$ cat src/rtl/merge_table_flattener.sv
// merge_table_flattener
// Runs the end-of-frame pass over the connected-components merge table.
// Labels 1..num_labels-1 are visited in ascending order. Each entry is
// rewritten to point straight at its root label, and the roots are counted.
//
// Ports:
//   clk, reset   - system clock, asynchronous active-high reset
//   start        - frame-end pulse, accepted only in IDLE
//   num_labels   - next-free label count, latched on an accepted start
//   busy, stall  - pass in progress (stall gates the pixel labeler)
//   done         - one-cycle pulse when the pass completes
//   num_objects  - number of root labels found in the last pass
//   error        - sticky flag for invalid table entries (p==0 or p>i)
//   rd_addr      - merge-table read address (registered-read memory)
//   rd_data      - merge-table read data, one cycle after rd_addr
//   wr_en, wr_addr, wr_data - merge-table write port
module merge_table_flattener #(
  parameter int WORD_SIZE = 8
) (
  input  logic                 clk,
  input  logic                 reset,
  input  logic                 start,
  input  logic [WORD_SIZE-1:0] num_labels,
  output logic                 busy,
  output logic                 stall,
  output logic                 done,
  output logic [WORD_SIZE-1:0] num_objects,
  output logic                 error,
  output logic [WORD_SIZE-1:0] rd_addr,
  input  logic [WORD_SIZE-1:0] rd_data,
  output logic                 wr_en,
  output logic [WORD_SIZE-1:0] wr_addr,
  output logic [WORD_SIZE-1:0] wr_data
);

  localparam logic [WORD_SIZE-1:0] ZERO = {WORD_SIZE{1'b0}};
  localparam logic [WORD_SIZE-1:0] ONE  = {{(WORD_SIZE-1){1'b0}}, 1'b1};

  typedef enum logic [2:0] {
    IDLE  = 3'd0,
    RD_I  = 3'd1,
    CAP_I = 3'd2,
    CAP_P = 3'd3,
    DONE  = 3'd4
  } state_t;

  state_t               state;
  state_t               state_next;
  logic [WORD_SIZE-1:0] idx;
  logic [WORD_SIZE-1:0] lim;
  logic [WORD_SIZE-1:0] rd_addr_hold;
  logic                 accept;
  logic                 inc_idx;
  logic                 obj_inc;
  logic                 err_set;
  logic                 last;

  assign last  = (idx == (lim - ONE));
  assign stall = busy;

  // Next-state, read-address mux and write-port decode.
  // The read address is combinational so that the parent lookup in CAP_I
  // reaches the memory in the same cycle; rd_data then arrives in CAP_P.
  always_comb begin
    state_next = state;
    accept     = 1'b0;
    inc_idx    = 1'b0;
    obj_inc    = 1'b0;
    err_set    = 1'b0;
    rd_addr    = rd_addr_hold;
    wr_en      = 1'b0;
    wr_addr    = idx;
    wr_data    = idx;
    case (state)
      IDLE: begin
        if (start) begin
          accept = 1'b1;
          if (num_labels <= ONE) begin
            state_next = DONE;
          end else begin
            state_next = RD_I;
          end
        end else begin
          state_next = IDLE;
        end
      end
      RD_I: begin
        rd_addr    = idx;
        state_next = CAP_I;
      end
      CAP_I: begin
        if (rd_data == idx) begin
          obj_inc    = 1'b1;
          inc_idx    = ~last;
          state_next = last ? DONE : RD_I;
        end else if ((rd_data == ZERO) || (rd_data > idx)) begin
          // Corrupt entry: repair it as a self-root and count it.
          err_set    = 1'b1;
          wr_en      = 1'b1;
          wr_data    = idx;
          obj_inc    = 1'b1;
          inc_idx    = ~last;
          state_next = last ? DONE : RD_I;
        end else begin
          rd_addr    = rd_data;
          state_next = CAP_P;
        end
      end
      CAP_P: begin
        // Parent p<i is already flattened, so t[p] is the root.
        wr_en      = 1'b1;
        wr_data    = rd_data;
        inc_idx    = ~last;
        state_next = last ? DONE : RD_I;
      end
      DONE: begin
        state_next = IDLE;
      end
      default: begin
        state_next = IDLE;
      end
    endcase
  end

  // State, index, latched count and registered status outputs.
  always_ff @(posedge clk or posedge reset) begin
    if (reset) begin
      state        <= IDLE;
      idx          <= ZERO;
      lim          <= ZERO;
      rd_addr_hold <= ZERO;
      busy         <= 1'b0;
      done         <= 1'b0;
      num_objects  <= ZERO;
      error        <= 1'b0;
    end else begin
      state        <= state_next;
      rd_addr_hold <= rd_addr;
      busy         <= (state_next != IDLE);
      done         <= (state == DONE);
      if (accept) begin
        idx <= ONE;
        lim <= num_labels;
      end else if (inc_idx) begin
        idx <= idx + ONE;
      end else begin
        idx <= idx;
      end
      if (accept) begin
        num_objects <= ZERO;
      end else if (obj_inc) begin
        num_objects <= num_objects + ONE;
      end else begin
        num_objects <= num_objects;
      end
      if (accept) begin
        error <= 1'b0;
      end else if (err_set) begin
        error <= 1'b1;
      end else begin
        error <= error;
      end
    end
  end

endmodule

$ cat config.mk
export PLATFORM = sky130hd
export DESIGN_NAME = merge_table_flattener
export DESIGN_NICKNAME = d
export VERILOG_FILES = /design/src/rtl/merge_table_flattener.sv
export SDC_FILE = /design/constraint.sdc
export NUM_CORES = 1
export LEC_CHECK = 0
export ABC_CLOCK_PERIOD_IN_PS = 4500
export CORE_MARGIN = 3
export CORE_UTILIZATION = 25
export DETAILED_ROUTE_END_ITERATION = 10
export GPL_ROUTABILITY_DRIVEN = 0
export PLACE_DENSITY_LB_ADDON = 0.15
export SKIP_LAST_GASP = 1
export SLEW_MARGIN = 20
export SYNTH_ARGS = -nofsm -noshare
export SYNTH_HDL_FRONTEND = slang
export SYNTH_SLANG_ARGS = --single-unit
$ cat constraint.sdc
create_clock -name clk -period 4.5 [get_ports clk]
set_input_delay 0.9 -clock clk [delete_from_list [all_inputs] [get_ports clk]]
set_output_delay 0.9 -clock clk [all_outputs]
set_load 0.05 [all_outputs]
# Word level (Yosys, flattened, before mapping)
# Index checks and enable logic that the tools add are counted.
[word_totals]
ff_bits = 38
output_inout_bits = 37
input_bits = 19
[classes]
reduce_logical = 7
bitwise = 1
eq_ne = 6
n_addsub = 3
muxes = 27
magnitude_cmp = 2
[ops]
columns = ["op", "n"]
rows = [
  ["2-to-1 mux 8 bit", 7],
  ["adder 8 x 1 -> 8 bit (second input constant)", 2],
  ["equality test 8 bit", 2],
  ["one-hot mux 8 bit (2 select lines)", 1],
  ["2-to-1 mux 3 bit", 5],
  ["one-hot mux 3 bit (4 select lines)", 1],
  ["2-to-1 mux 1 bit", 11],
  ["greater-than comparator 8 bit", 1],
  ["<= comparator 8 x 1 -> 1 bit (second input constant)", 1],
  ["logical NOT 8 bit", 1],
  ["subtractor 8 x 1 -> 8 bit (second input constant)", 1],
  ["equality test 3 x 2 -> 1 bit (second input constant)", 2],
  ["nonzero test 2 bit", 3],
  ["one-hot mux 1 bit (2 select lines)", 2],
  ["equality test 3 x 1 -> 1 bit (second input constant)", 1],
  ["equality test 3 bit (second input constant)", 1],
  ["logical NOT 3 bit", 1],
  ["nonzero test 3 bit", 1],
  ["logical OR 1 bit", 1],
  ["inverter 1 bit", 1],
]

# Longest topological paths before layout
[logic_depth]
word_depth = 8
mapped_depth = 9

# Least setup slack after synthesis
# OpenSTA, ideal clock, no wires.
[synth_timing]
path_type = "input -> output"
start = "in rd_data[1]"
end = "out rd_addr[0]"
n_path_buf = 0
path_slack_ns = 0.729
arrival_time_ns = 2.871
required_ns = 3.600
cell_stages = 7
path_cell_list = "ha_1 -> nor2b_1 -> o211ai_1 -> a21oi_2 -> or2_2 -> nor4_4 -> a221o_1"
[synth_via]
elab_chain_len = 5
word_cells_on_any_way = 7
[synth_rtl]
columns = ["item", "line", "source"]
rows = [
  ["start, declared", "30", "input logic [WORD_SIZE-1:0] rd_data,"],
  ["greater-than comparator 8 bit / logical NOT 8 bit (equally long branches)", "96", "end else if ((rd_data == ZERO) || (rd_data > idx)) begin"],
  ["logical OR 1 bit", "96", ""],
  ["2-to-1 mux 8 bit", "96", ""],
  ["2-to-1 mux 8 bit *", "92", "if (rd_data == idx) begin"],
  ["one-hot mux 8 bit (2 select lines) *", "74", "case (state)"],
  ["end, declared", "29", "output logic [WORD_SIZE-1:0] rd_addr,"],
]
# Mark *: on every way between the ends. The rest lies on a longest branch, timed or not.

# Worst setup path in the final report
[layout_timing]
start = "in rd_data[1]"
end = "out rd_addr[3]"
# The elaborated chain is that of the path after synthesis.

==> results by group <==
Critical path
  – Critical path's top delay family: compound AO/OA/AOI/OAI gates
  – WP data required: 3.60 ns
  – FF-to-FF Start: wr_addr[5]$_DFFE_PP0P_
  – Kind of critical path: in -> out
  – Critical-path maximum fanout: 10
  – Critical Path, Cell by Cell: clkdlybuf4s50_1, ha_1, nor2b_1, o211ai_1, a21oi_2, o41ai_1, nand2b_1, a221o_1, buf_12
  – Slowest stage delay, CP: 0.48 ns
  – Startpoint Class: input port
  – Crit path buf inv count: 2
  – Critical Path End Type: output port
  – Worst Path Arrival: 3.44 ns
  – R2R depth: 7
  – FF-to-FF setup slack: 1.92 ns
  – Reg-to-reg endpoint: rd_addr_hold[3]$_DFF_PP0_
  – Crit-path slowest cell: clkdlybuf4s50_1

STA
  – Post-route minimum period: 4.34 ns
  – Worst slew pin tran: 0.808 ns
  – FMAX: 0.231 GHz
  – Period utilisation layout: 0.964
  – Max Slew Vio Count: 0
  – Setup ws final: 0.163 ns
  – Aggregate negative setup slack: 0 ns
  – Post-route clock skew: 0.00961 ns
  – Final Hold Vio Count: 0
  – Headroom to the max-slew limit: 0.456
  – Unrepaired setup endpoints after global routing: false
  – Finish-stage setup viols: 0

Worst hold path
  – Hold/Removal Path Class: reg -> reg
  – Hold EP: error$_DFFE_PP0P_
  – Cell depth of the worst min-delay path: 2
  – HP Start: error$_DFFE_PP0P_

Power and ir drop
  – Total power: 0.00217 W
  – Clk pwr share: 0.117
  – Switch share: 0.495
  – Static Leak: 1.33 nW
  – PwrDens: 668 nW/µm²
  – Logic pwr share: 0.616
  – Part of the power in registers: 0.267
  – Switching Power: 0.00108 W
  – P_int: 0.00110 W
  – Peak supply drop: 0.278 mV

Floorplanning
  – Die Y: 104 µm
  – Die area: 10800 µm²
  – Die extent in x: 104 µm
  – Core area: 9280 µm²
  – Starting Density: 0.259
  – Number of I/O pins: 56
  – Row count: 35

CTS
  – Clock buffer depth: 2
  – # hold bufs at CTS: 0
  – CTS tree: done
  – Htree depth: 2
  – Worst-Skew Late Latency: 0.29 ns
  – Post_cts resized: 0
  – CTS buffer count: 5
  – Clock sinks: 38
  – Root Driver: clkbuf_8
  – Worst-path clk slew: 0.07 ns
  – Postcts setup bufs: 0

Placement
  – Post-DP HPWL: 4820 µm
  – Dpl ws: 0.164 ns
  – IO buf count: 55

Cells and area
  – Layout area overhead: 35.4%
  – Fill cell count: 998
  – Fraction of layout cells with a size suffix above 1: 0.141
  – Nets: 334
  – Area of the multi-input gates: 1330 µm²
  – Antenna cells: 0
  – Register area: 951 µm²

GRT
  – First-pass GRT wire length: 11000 µm
  – Largest net degree at the start of global routing: 39
  – Grt total ovfl: 0
  – Gr usage total: 0.125
  – Vias in the first global route: 2060
  – Initial antenna violation count: 0

Routing
  – Post-route ant nets: 0
  – DR iter-0 viols: 99
  – WL per Instance: 14.9 µm
  – DRC: 0
  – Via-to-Cell Ratio: 4.76
  – Drt first pass iters: 4
  – Final WL: 6490 µm
  – Via count: 2068

Yosys
  – Yosys cell types: 55
  – Main flop type after synthesis: dfrtp_1
  – Async SR Flop Fraction: 1.00
  – Sequential area share after synthesis: 0.396
  – EDFF count, synth: 0
  – Number of synthesized register bits: 38
  – Syn_area_per_cell: 9.61 µm²
  – Cell area after synthesis: 2400 µm²
  – YS warnings: 0
  – Syn_nets: 280
  – Synth Instances: 250

Outcome
  – Status: complete, no violations

Flow run
  – Max-cap violations: 0
[layout by cell type, fill, tap and decap left out, types with 8 or more instances in the layout]
master	netlist	routed
nand3_1	10	10
ha_1	11	11
clkdlybuf4s50_1	0	46
buf_12	0	8
nor3_1	11	11
xor2_1	9	9
nand2_1	28	28
nor2_1	13	13
o21ai_0	9	9
dfrtp_1	38	38
inv_1	14	14
a221o_1	8	8
a21oi_1	10	10
[worst max-delay path by stage]
stage	from	endpoint	cells after the start
6_report	rd_data[1]	rd_addr[3]	9
5_1_grt	rd_data[5]	rd_addr[3]	8
4_1_cts	rd_data[1]	rd_addr[3]	9
3_5_place_dp	rd_data[5]	rd_addr[3]	8
3_3_place_gp	rd_data[1]	rd_addr[6]	9
2_1_floorplan	rd_data[1]	rd_addr[0]	7
[cell families after synthesis]
kind of cell | after synthesis | synth area share
and+or+nand+nor | 96 | 0.213
AOI/OAI and AO/OA | 54 | 0.181
DFF | 38 | 0.396
buffers and inverters | 27 | 0.0531
xor gates and xnor gates | 13 | 0.0505
muxes | 11 | 0.0495
adders and majority gates | 11 | 0.0573
[synthesized netlist by cell type (2+ instances only)]
library cell / number / share of area
o21ai_2: 2 / 0.0073
o31ai_1: 7 / 0.022
nor3_1: 11 / 0.023
nor2_1: 13 / 0.020
inv_1: 14 / 0.022
dfrtp_1: 38 / 0.40
nor3b_1: 2 / 0.0062
or3_1: 3 / 0.0078
ha_1: 11 / 0.057
nand2_1: 28 / 0.044
o21ai_0: 9 / 0.019
or4_1: 3 / 0.0094
o311ai_0: 2 / 0.0073
buf_6: 3 / 0.014
a21oi_1: 10 / 0.021
mux2_2: 7 / 0.033
nand4_1: 5 / 0.013
clkbuf_1: 7 / 0.011
nand2b_1: 4 / 0.010
mux2i_1: 4 / 0.017
nand3_1: 10 / 0.021
xnor2_1: 3 / 0.011
o211ai_1: 2 / 0.0062
xor2_1: 9 / 0.033
nor2b_1: 3 / 0.0078
a221o_1: 8 / 0.033
nor4_1: 4 / 0.010
[per-layer routing]
layer	routed length (µm)	track usage
met1	3360	0.179
met2	2840	0.188
met3	207	0.0261
met4	80	0.0399
met5	0	0
[registers in the layout, indices dropped and copies added (netlist names)]
register and flops:
done 1, error 1, lim 8, rd_addr_hold 8
state 3, busy 1, wr_addr 8, num_objects 8
[worst min-delay path: cells and delay by family (launching register included)]
kind	cells	cell delay (ns)
AND/OR/NAND/NOR	1	0.07
flip-flops	1	0.35
AO/OA/AOI/OAI	1	0.04
[layout make-up]
cell class | count | area share
clock inverters | 2 | 0.00385
flip-flops and latches | 38 | 0.292
well taps | 129 | 0.0496
clock buffers | 6 | 0.0254
repair buffers | 59 | 0.202
multi-input cells | 185 | 0.409
inverters | 15 | 0.0173
[power groups by stage]
stage                     Sequential, W  Clock [W]  Combinational (W)
after global routing           0.000602   0.000280            0.00145
final                          0.000580   0.000254            0.00134
after detailed placement       0.000587          0            0.00135
after floorplan                0.000650          0           0.000822
after global placement         0.000588          0            0.00134
after CTS                      0.000583   0.000268            0.00135
[metrics by stage]
step	hold WS, ns	cell area (µm²)	utilization	cells
final	0.507	3250	0.350	434
after global routing	0.546	3250	0.350	434
after CTS	0.518	3250	0.350	434
after detailed placement	0.496	3160	0.340	426
after global placement	0.491	3160	0.340	426
after floorplan	0.467	2400	-	250
No activity file was read; power rests on OpenSTA's default activity.
